--- config.mk ---
export PLATFORM = sky130hd
export DESIGN_NAME = restoring_divider32_flat
export DESIGN_NICKNAME = d
export VERILOG_FILES = /design/src/rtl/restoring_divider32_pkg.sv /design/src/rtl/restoring_divider32_if.sv /design/src/rtl/restoring_divider32_sub33.sv /design/src/rtl/restoring_divider32.sv /design/src/flat_wrapper.sv
export SDC_FILE = /design/constraint.sdc
export NUM_CORES = 1
export LEC_CHECK = 0
export CORE_ASPECT_RATIO = 0.7
export CORE_MARGIN = 4
export CORE_UTILIZATION = 49
export CTS_BUF_LIST = sky130_fd_sc_hd__clkbuf_8 sky130_fd_sc_hd__clkbuf_16
export DETAILED_ROUTE_END_ITERATION = 12
export PLACE_DENSITY_LB_ADDON = 0.12
export SLEW_MARGIN = 20
export SYNTH_ARGS = -nofsm -noshare
export SYNTH_HDL_FRONTEND = slang
export SYNTH_SLANG_ARGS = --single-unit
--- constraint.sdc ---
create_clock -name clock -period 2.8 [get_ports clock]
set_clock_uncertainty 0.15 [all_clocks]
set_input_delay 0.56 -clock clock [delete_from_list [all_inputs] [get_ports clock]]
set_output_delay 0.56 -clock clock [all_outputs]
set_load 0.02 [all_outputs]
--- src/rtl/restoring_divider32_pkg.sv ---
// Shared types and constants for the 32-bit restoring divider.
// Latency: n/a (declarations only).
// Backpressure: n/a.
package div_pkg;

    localparam int DIV_WIDTH  = 32;
    localparam int DIV_ITER_W = 5;

    // Counter value on the final (32nd) quotient-bit iteration.
    localparam logic [DIV_ITER_W-1:0] DIV_LAST_ITER = 5'd31;

    typedef enum logic [1:0] {
        IDLE = 2'd0,
        RUN  = 2'd1,
        ZERO = 2'd2,
        DONE = 2'd3
    } div_state_e;

    // Two's-complement negate when neg is set; used for magnitude and sign fix-up.
    function automatic logic [DIV_WIDTH-1:0] cond_neg(input logic [DIV_WIDTH-1:0] x,
                                                      input logic                 neg);
        return neg ? (~x + 1'b1) : x;
    endfunction

endpackage

--- src/rtl/restoring_divider32_if.sv ---
// Request/response bundle between the execute stage and the divider.
// Latency: n/a (wires only).
// Backpressure: none; the requester stalls on busy until data_resultRDY.
interface restoring_divider32_if;
    import div_pkg::*;

    logic                 ctrl_div;
    logic [DIV_WIDTH-1:0] data_operandA;
    logic [DIV_WIDTH-1:0] data_operandB;
    logic [DIV_WIDTH-1:0] data_result;
    logic [DIV_WIDTH-1:0] data_remainder;
    logic                 data_exception;
    logic                 data_resultRDY;
    logic                 busy;

    modport master (
        output ctrl_div, data_operandA, data_operandB,
        input  data_result, data_remainder, data_exception, data_resultRDY, busy
    );

    modport slave (
        input  ctrl_div, data_operandA, data_operandB,
        output data_result, data_remainder, data_exception, data_resultRDY, busy
    );

endinterface

--- src/rtl/restoring_divider32_sub33.sv ---
// 33-bit trial subtractor (a - b as a + ~b + 1) with borrow-out.
// Latency: combinational.
// Backpressure: n/a.
module sub33 (
    input  logic [32:0] a,
    input  logic [32:0] b,
    output logic [32:0] diff,
    output logic        borrow
);

    logic [33:0] sum;

    // Carry-out of a + ~b + 1 is set exactly when a >= b, so borrow is its inverse.
    always_comb begin
        sum    = {1'b0, a} + {1'b0, ~b} + 34'd1;
        diff   = sum[32:0];
        borrow = ~sum[33];
    end

endmodule

--- src/rtl/restoring_divider32.sv ---
// Multicycle restoring divider, one quotient bit per clock; DIV_SIGNED_EN selects signed mode.
// Latency: 33 cycles start-to-resultRDY (2 for divide-by-zero); back-to-back starts from DONE.
// Backpressure: none; ctrl_div is ignored while busy, the pipeline stalls on busy.
import div_pkg::*;

module restoring_divider32 #(
    parameter int WIDTH = DIV_WIDTH
) (
    input  logic                  clock,
    input  logic                  reset,
    restoring_divider32_if.slave  bus
);

    div_state_e             state_q, state_d;
    logic [WIDTH-1:0]       rem_q, rem_d;
    logic [WIDTH-1:0]       quo_q, quo_d;
    logic [WIDTH-1:0]       dvsr_q, dvsr_d;
    logic [DIV_ITER_W-1:0]  cnt_q, cnt_d;
    logic [WIDTH-1:0]       result_q, result_d;
    logic [WIDTH-1:0]       remainder_q, remainder_d;
    logic                   exc_q, exc_d;
    logic                   rdy_q, rdy_d;
    logic                   busy_q, busy_d;
`ifdef DIV_SIGNED_EN
    logic                   neg_quo_q, neg_quo_d;
    logic                   neg_rem_q, neg_rem_d;
    logic                   ovf_q, ovf_d;
`endif

    logic [WIDTH:0]         trial_a;
    logic [WIDTH:0]         trial_diff;
    logic                   trial_borrow;
    logic [WIDTH-1:0]       rem_step, quo_step;
    logic [WIDTH-1:0]       op_a_mag, op_b_mag;
    logic [WIDTH-1:0]       res_fix, rem_fix;
    logic                   exc_fin;
    logic                   unused_diff_msb;

    // Shifted partial remainder: {R, Q} << 1 exposes {R, Q[msb]} for the trial subtract.
    always_comb begin
        trial_a = {rem_q, quo_q[WIDTH-1]};
    end

    sub33 u_sub33 (
        .a      (trial_a),
        .b      ({1'b0, dvsr_q}),
        .diff   (trial_diff),
        .borrow (trial_borrow)
    );

    // Keep the difference on no-borrow, otherwise restore the shifted remainder.
    // A kept difference is always below the divisor, so its top bit is never needed.
    always_comb begin
        rem_step        = trial_borrow ? trial_a[WIDTH-1:0] : trial_diff[WIDTH-1:0];
        quo_step        = {quo_q[WIDTH-2:0], ~trial_borrow};
        unused_diff_msb = trial_diff[WIDTH];
    end

    // Operand magnitudes and final sign fix-up (identity in the unsigned build).
    always_comb begin
`ifdef DIV_SIGNED_EN
        op_a_mag = cond_neg(bus.data_operandA, bus.data_operandA[WIDTH-1]);
        op_b_mag = cond_neg(bus.data_operandB, bus.data_operandB[WIDTH-1]);
        res_fix  = cond_neg(quo_step, neg_quo_q);
        rem_fix  = cond_neg(rem_step, neg_rem_q);
        exc_fin  = ovf_q;
`else
        op_a_mag = bus.data_operandA;
        op_b_mag = bus.data_operandB;
        res_fix  = quo_step;
        rem_fix  = rem_step;
        exc_fin  = 1'b0;
`endif
    end

    // Next-state and next-output logic for the IDLE/RUN/ZERO/DONE controller.
    always_comb begin
        state_d     = state_q;
        rem_d       = rem_q;
        quo_d       = quo_q;
        dvsr_d      = dvsr_q;
        cnt_d       = cnt_q;
        result_d    = result_q;
        remainder_d = remainder_q;
        exc_d       = exc_q;
`ifdef DIV_SIGNED_EN
        neg_quo_d   = neg_quo_q;
        neg_rem_d   = neg_rem_q;
        ovf_d       = ovf_q;
`endif

        case (state_q)
            IDLE, DONE: begin
                if (bus.ctrl_div) begin
                    dvsr_d = op_b_mag;
                    rem_d  = '0;
                    quo_d  = op_a_mag;
                    cnt_d  = '0;
`ifdef DIV_SIGNED_EN
                    neg_quo_d = bus.data_operandA[WIDTH-1] ^ bus.data_operandB[WIDTH-1];
                    neg_rem_d = bus.data_operandA[WIDTH-1];
                    ovf_d     = (bus.data_operandA == {1'b1, {(WIDTH-1){1'b0}}}) &&
                                (bus.data_operandB == {WIDTH{1'b1}});
`endif
                    state_d = (bus.data_operandB == '0) ? ZERO : RUN;
                end else begin
                    state_d = IDLE;
                end
            end
            RUN: begin
                rem_d = rem_step;
                quo_d = quo_step;
                cnt_d = cnt_q + 1'b1;
                if (cnt_q == DIV_LAST_ITER) begin
                    state_d     = DONE;
                    result_d    = res_fix;
                    remainder_d = rem_fix;
                    exc_d       = exc_fin;
                end
            end
            ZERO: begin
                state_d     = DONE;
                result_d    = '0;
                remainder_d = '0;
                exc_d       = 1'b1;
            end
            default: state_d = IDLE;
        endcase

        rdy_d  = (state_d == DONE);
        busy_d = (state_d == RUN) || (state_d == ZERO);
    end

    // State and output registers; reset discards any in-flight operation.
    always_ff @(posedge clock) begin
        if (reset) begin
            state_q     <= IDLE;
            rem_q       <= '0;
            quo_q       <= '0;
            dvsr_q      <= '0;
            cnt_q       <= '0;
            result_q    <= '0;
            remainder_q <= '0;
            exc_q       <= 1'b0;
            rdy_q       <= 1'b0;
            busy_q      <= 1'b0;
`ifdef DIV_SIGNED_EN
            neg_quo_q   <= 1'b0;
            neg_rem_q   <= 1'b0;
            ovf_q       <= 1'b0;
`endif
        end else begin
            state_q     <= state_d;
            rem_q       <= rem_d;
            quo_q       <= quo_d;
            dvsr_q      <= dvsr_d;
            cnt_q       <= cnt_d;
            result_q    <= result_d;
            remainder_q <= remainder_d;
            exc_q       <= exc_d;
            rdy_q       <= rdy_d;
            busy_q      <= busy_d;
`ifdef DIV_SIGNED_EN
            neg_quo_q   <= neg_quo_d;
            neg_rem_q   <= neg_rem_d;
            ovf_q       <= ovf_d;
`endif
        end
    end

    assign bus.data_result    = result_q;
    assign bus.data_remainder = remainder_q;
    assign bus.data_exception = exc_q;
    assign bus.data_resultRDY = rdy_q;
    assign bus.busy           = busy_q;

endmodule

--- src/flat_wrapper.sv ---
// flat-port wrapper written by rule: the top's interface ports become plain ports
module restoring_divider32_flat 
#(
    parameter int WIDTH = DIV_WIDTH
)
  (clock, reset, bus_ctrl_div, bus_data_operandA, bus_data_operandB, bus_data_result, bus_data_remainder, bus_data_exception, bus_data_resultRDY, bus_busy);
  restoring_divider32_if bus_i ();
  input  logic clock;
  input  logic reset;
  input wire logic [$bits(bus_i.ctrl_div)-1:0] bus_ctrl_div;
  input wire logic [$bits(bus_i.data_operandA)-1:0] bus_data_operandA;
  input wire logic [$bits(bus_i.data_operandB)-1:0] bus_data_operandB;
  output wire logic [$bits(bus_i.data_result)-1:0] bus_data_result;
  output wire logic [$bits(bus_i.data_remainder)-1:0] bus_data_remainder;
  output wire logic [$bits(bus_i.data_exception)-1:0] bus_data_exception;
  output wire logic [$bits(bus_i.data_resultRDY)-1:0] bus_data_resultRDY;
  output wire logic [$bits(bus_i.busy)-1:0] bus_busy;
  assign bus_i.ctrl_div = bus_ctrl_div;
  assign bus_i.data_operandA = bus_data_operandA;
  assign bus_i.data_operandB = bus_data_operandB;
  assign bus_data_result = bus_i.data_result;
  assign bus_data_remainder = bus_i.data_remainder;
  assign bus_data_exception = bus_i.data_exception;
  assign bus_data_resultRDY = bus_i.data_resultRDY;
  assign bus_busy = bus_i.busy;
  restoring_divider32 #(.WIDTH(WIDTH)) u_core (.clock(clock), .reset(reset), .bus(bus_i));
endmodule
==> flow_summary.json <==
{
  "hp-class": "flop to flop",
  "syn_nets": 1098,
  "die_y_um": 116,
  "gp_congestion": 0.931,
  "clk_pin_slew_worst_paths_ns": 0.07,
  "ys_seq_elements": 170,
  "endpoint_kind": "flop",
  "wirelength_um": 25000,
  "synthTopCellsByArea": "dfxtp_1, nand2_1, ha_1",
  "rsz0062_at_grt": "true",
  "start_kind": "flop",
  "slew_headroom_pct": 58.0,
  "fillerInstances": 1367,
  "synth.largest_area_cell": "dfxtp_1",
  "slowest_stage": "dfxtp_2",
  "synth_compound_area_share_pct": 22.8,
  "globalRouteTotalUtil_pct": 25.9,
  "post_drt_wl_per_cell_um": 17.5,
  "drc": 0,
  "yosys_most_used_dff": "dfxtp_1",
  "worstPathArrival_ns": 3.20,
  "crit_path_frequent_cell": "inv_2",
  "synth_edf_count": 0,
  "fin_area_um2": 11400,
  "drive_gt1_share_pct": 18.4,
  "status": "finished with violations",
  "die_w_um": 162,
  "setup_ws_ns": -0.231,
  "worst_slew_pin_slew_ns": 0.630,
  "area_growth_syn_to_layout_pct": 40.1,
  "routed_via_density": 5.67,
  "detailed_place_hpwl_um": 16700,
  "synthXorXnorAreaFrac_pct": 2.69,
  "synth_top_family_by_area": "compound AO/OA/AOI/OAI gates",
  "postSynthAreaPerCell_um2": 8.20,
  "yosys.cell_types.count": 67,
  "crit_required_ns": 2.97,
  "leakagePower_nw": 4.44,
  "ys_seq_area_share_pct": 41.8,
  "clock_latency_ns": 0.43,
  "cts_buffers": 17,
  "drtPass1Iterations": 7,
  "slew_violations": 0,
  "netlist_instances": 993,
  "coreArea_um2": 16300,
  "cts.sink_count": 170,
  "period_share_pct": 108,
  "path_cells": "inv_2 > ha_4 > inv_2 > fa_2 > a21o_1 > a311o_1 > buf_4 > a211oi_4 > buf_6 > o21ai_4 > o2111ai_2 > o211ai_1 > mux2_4 > a22o_1",
  "initial_utilization_pct": 50.0,
  "synthDominantCellAreaShare_pct": 41.8,
  "cts_max_path_buffers": 2,
  "grt_max_degree": 92,
  "ir_worst_vdd_mv": 1.31,
  "fin_util_pct": 70.0,
  "syn_area_um2": 8150,
  "cp_num_buf_inv": 4,
  "finalSetupViolations": 21,
  "power_density_nw_per_um2": 1590,
  "cts_tree": "yes",
  "ios": 134,
  "vias": 8101,
  "synth_commonest_cells": "dfxtp_1, nand2_1, nor2_1, o21ai_0, a21oi_1",
  "violations": "negative setup slack",
  "hold_viol_final": 0,
  "period_needed_ns": 3.03,
  "ant_nets": 0,
  "tns_ns": -2.55,
  "crit_type": "flop to flop",
  "synthMuxAreaShare_pct": 3.09,
  "grt_pass1_vias": 7460,
  "antenna_found_initial": 0,
  "cts_hold_buffers": 0,
  "antennaDiodeCount": 0,
  "fin_hold_ws_ns": 0.297,
  "yosysMostFrequentCell": "dfxtp_1",
  "cap_violations": 0,
  "grt_overflow": 0,
  "drt_iter0_drc": 724,
  "cpLargestDelayFamily": "compound AO/OA/AOI/OAI gates",
  "layout.nets": 1297,
  "placed_area_um2": 10200,
  "grt_pass1_wl_um": 39100,
  "htreeDepth": 4,
  "cts_root_buf": "clkbuf_16",
  "critPathMaxStageDelay_ns": 0.33,
  "yosysWarnings": 0,
  "portBuffers": 133,
  "cp_max_fo": 2,
  "synthArstFlopShare_pct": 0,
  "p_total_w": 0.0182,
  "row_count": 39,
  "synthAdderAreaFrac_pct": 5.93,
  "synthSimpleGateAreaFrac_pct": 18.7,
  "dieArea_um2": 18800,
  "timing.fmax_ghz": 0.330
}
-- timing repair --
action / CTS / global route
endpoints found under the hold margin: 0 / 0
endpoints found under the setup margin: 65 / 65
resized for setup: 54 / 59
buffers inserted: 12 / 8
gates cloned: 2 / 1
pin swaps: 15 / 29
-- tightest hold or removal path, delay by kind of cell, from the launching register on --
family	cells	cell delay, ns
flip-flops	1	0.31
AND/OR/NAND/NOR	1	0.05
AO/OA/AOI/OAI	1	0.05
-- final timing paths --
path | cells after the start | slack, ns | end | from
worst max-delay path | 14 | -0.23 | u_core.rem_q[30]$_SDFFE_PP0P_ | u_core.quo_q[31]$_SDFFE_PP0P_
worst min register to register | 2 | 0.30 | u_core.bus.data_remainder[22]$_SDFFE_PP0P_ | u_core.bus.data_remainder[22]$_SDFFE_PP0P_
worst min-delay path | 2 | 0.30 | u_core.bus.data_remainder[22]$_SDFFE_PP0P_ | u_core.bus.data_remainder[22]$_SDFFE_PP0P_
worst max register to register | 14 | -0.23 | u_core.rem_q[30]$_SDFFE_PP0P_ | u_core.quo_q[31]$_SDFFE_PP0P_
-- stage by stage --
step,setup WS (ns),std cells
floorplan,0.0305,993
CTS,-0.214,1423
global route,-0.341,1430
detailed placement,-0.396,1378
finish,-0.231,1430
global placement,-0.295,1378
-- layout make-up --
| cell class | instances | area (µm²) | area share (%) |
|---|---|---|---|
| Clock buffer | 18 | 439 | 3.85 |
| Timing Repair Buffer | 239 | 2220 | 19.5 |
| Multi-Input combinational cell | 721 | 4760 | 41.7 |
| Inverter | 43 | 161 | 1.41 |
| Tap cell | 225 | 282 | 2.47 |
| Clock inverter | 14 | 136 | 1.19 |
| Sequential cell | 170 | 3410 | 29.9 |
-- where the power goes --
part / internal [W] / total [W] / switching (W)
Clock: 0.00127 / 0.00234 / 0.00107
Sequential: 0.00268 / 0.00293 / 0.000248
Combinational: 0.00639 / 0.0129 / 0.00652
Total: 0.0103 / 0.0182 / 0.00784
-- routing by layer --
metal	track usage [%]	routed length [µm]	vias to the layer above
met2	38.6	10800	292
met5	0	0	-
met4	4.90	299	0
met3	4.30	1600	21
met1	39.6	12300	3834
li1	-	-	3954
-- cells in the final DEF, fill, tap and decap left out, types with 14 or more instances in the layout --
cell type / Yosys / routed
nor3_1: 39 / 39
clkdlybuf4s50_1: 0 / 132
xnor2_1: 16 / 16
nand2_1: 147 / 144
nor2_1: 93 / 89
nand3_1: 14 / 14
dfxtp_1: 170 / 164
clkbuf_16: 0 / 17
buf_4: 2 / 93
o22ai_1: 32 / 31
o21ai_1: 7 / 19
a22oi_1: 32 / 32
o21ai_0: 73 / 55
ha_1: 37 / 31
a21oi_1: 60 / 56
inv_1: 43 / 41
-- sequential cells by signal, summed over array words and instances (netlist names) --
register / cells
u_core.cnt_q: 5
u_core.bus.data_remainder: 32
u_core.quo_q: 32
u_core.bus.data_resultRDY: 1
u_core.rem_q: 32
u_core.bus.busy: 1
u_core.bus.data_exception: 1
u_core.state_q: 2
u_core.dvsr_q: 32
u_core.bus.data_result: 32
-- kinds of logic (layout without fill, tap and decap cells) --
kind of cell,count (synthesis),after routing
xor+xnor,25,25
fa+ha+maj,38,38
compound gates,288,288
mux,25,25
simple gates,344,345
buf+inv,103,314
flops,170,170
Power figures use the tool's default switching activity.
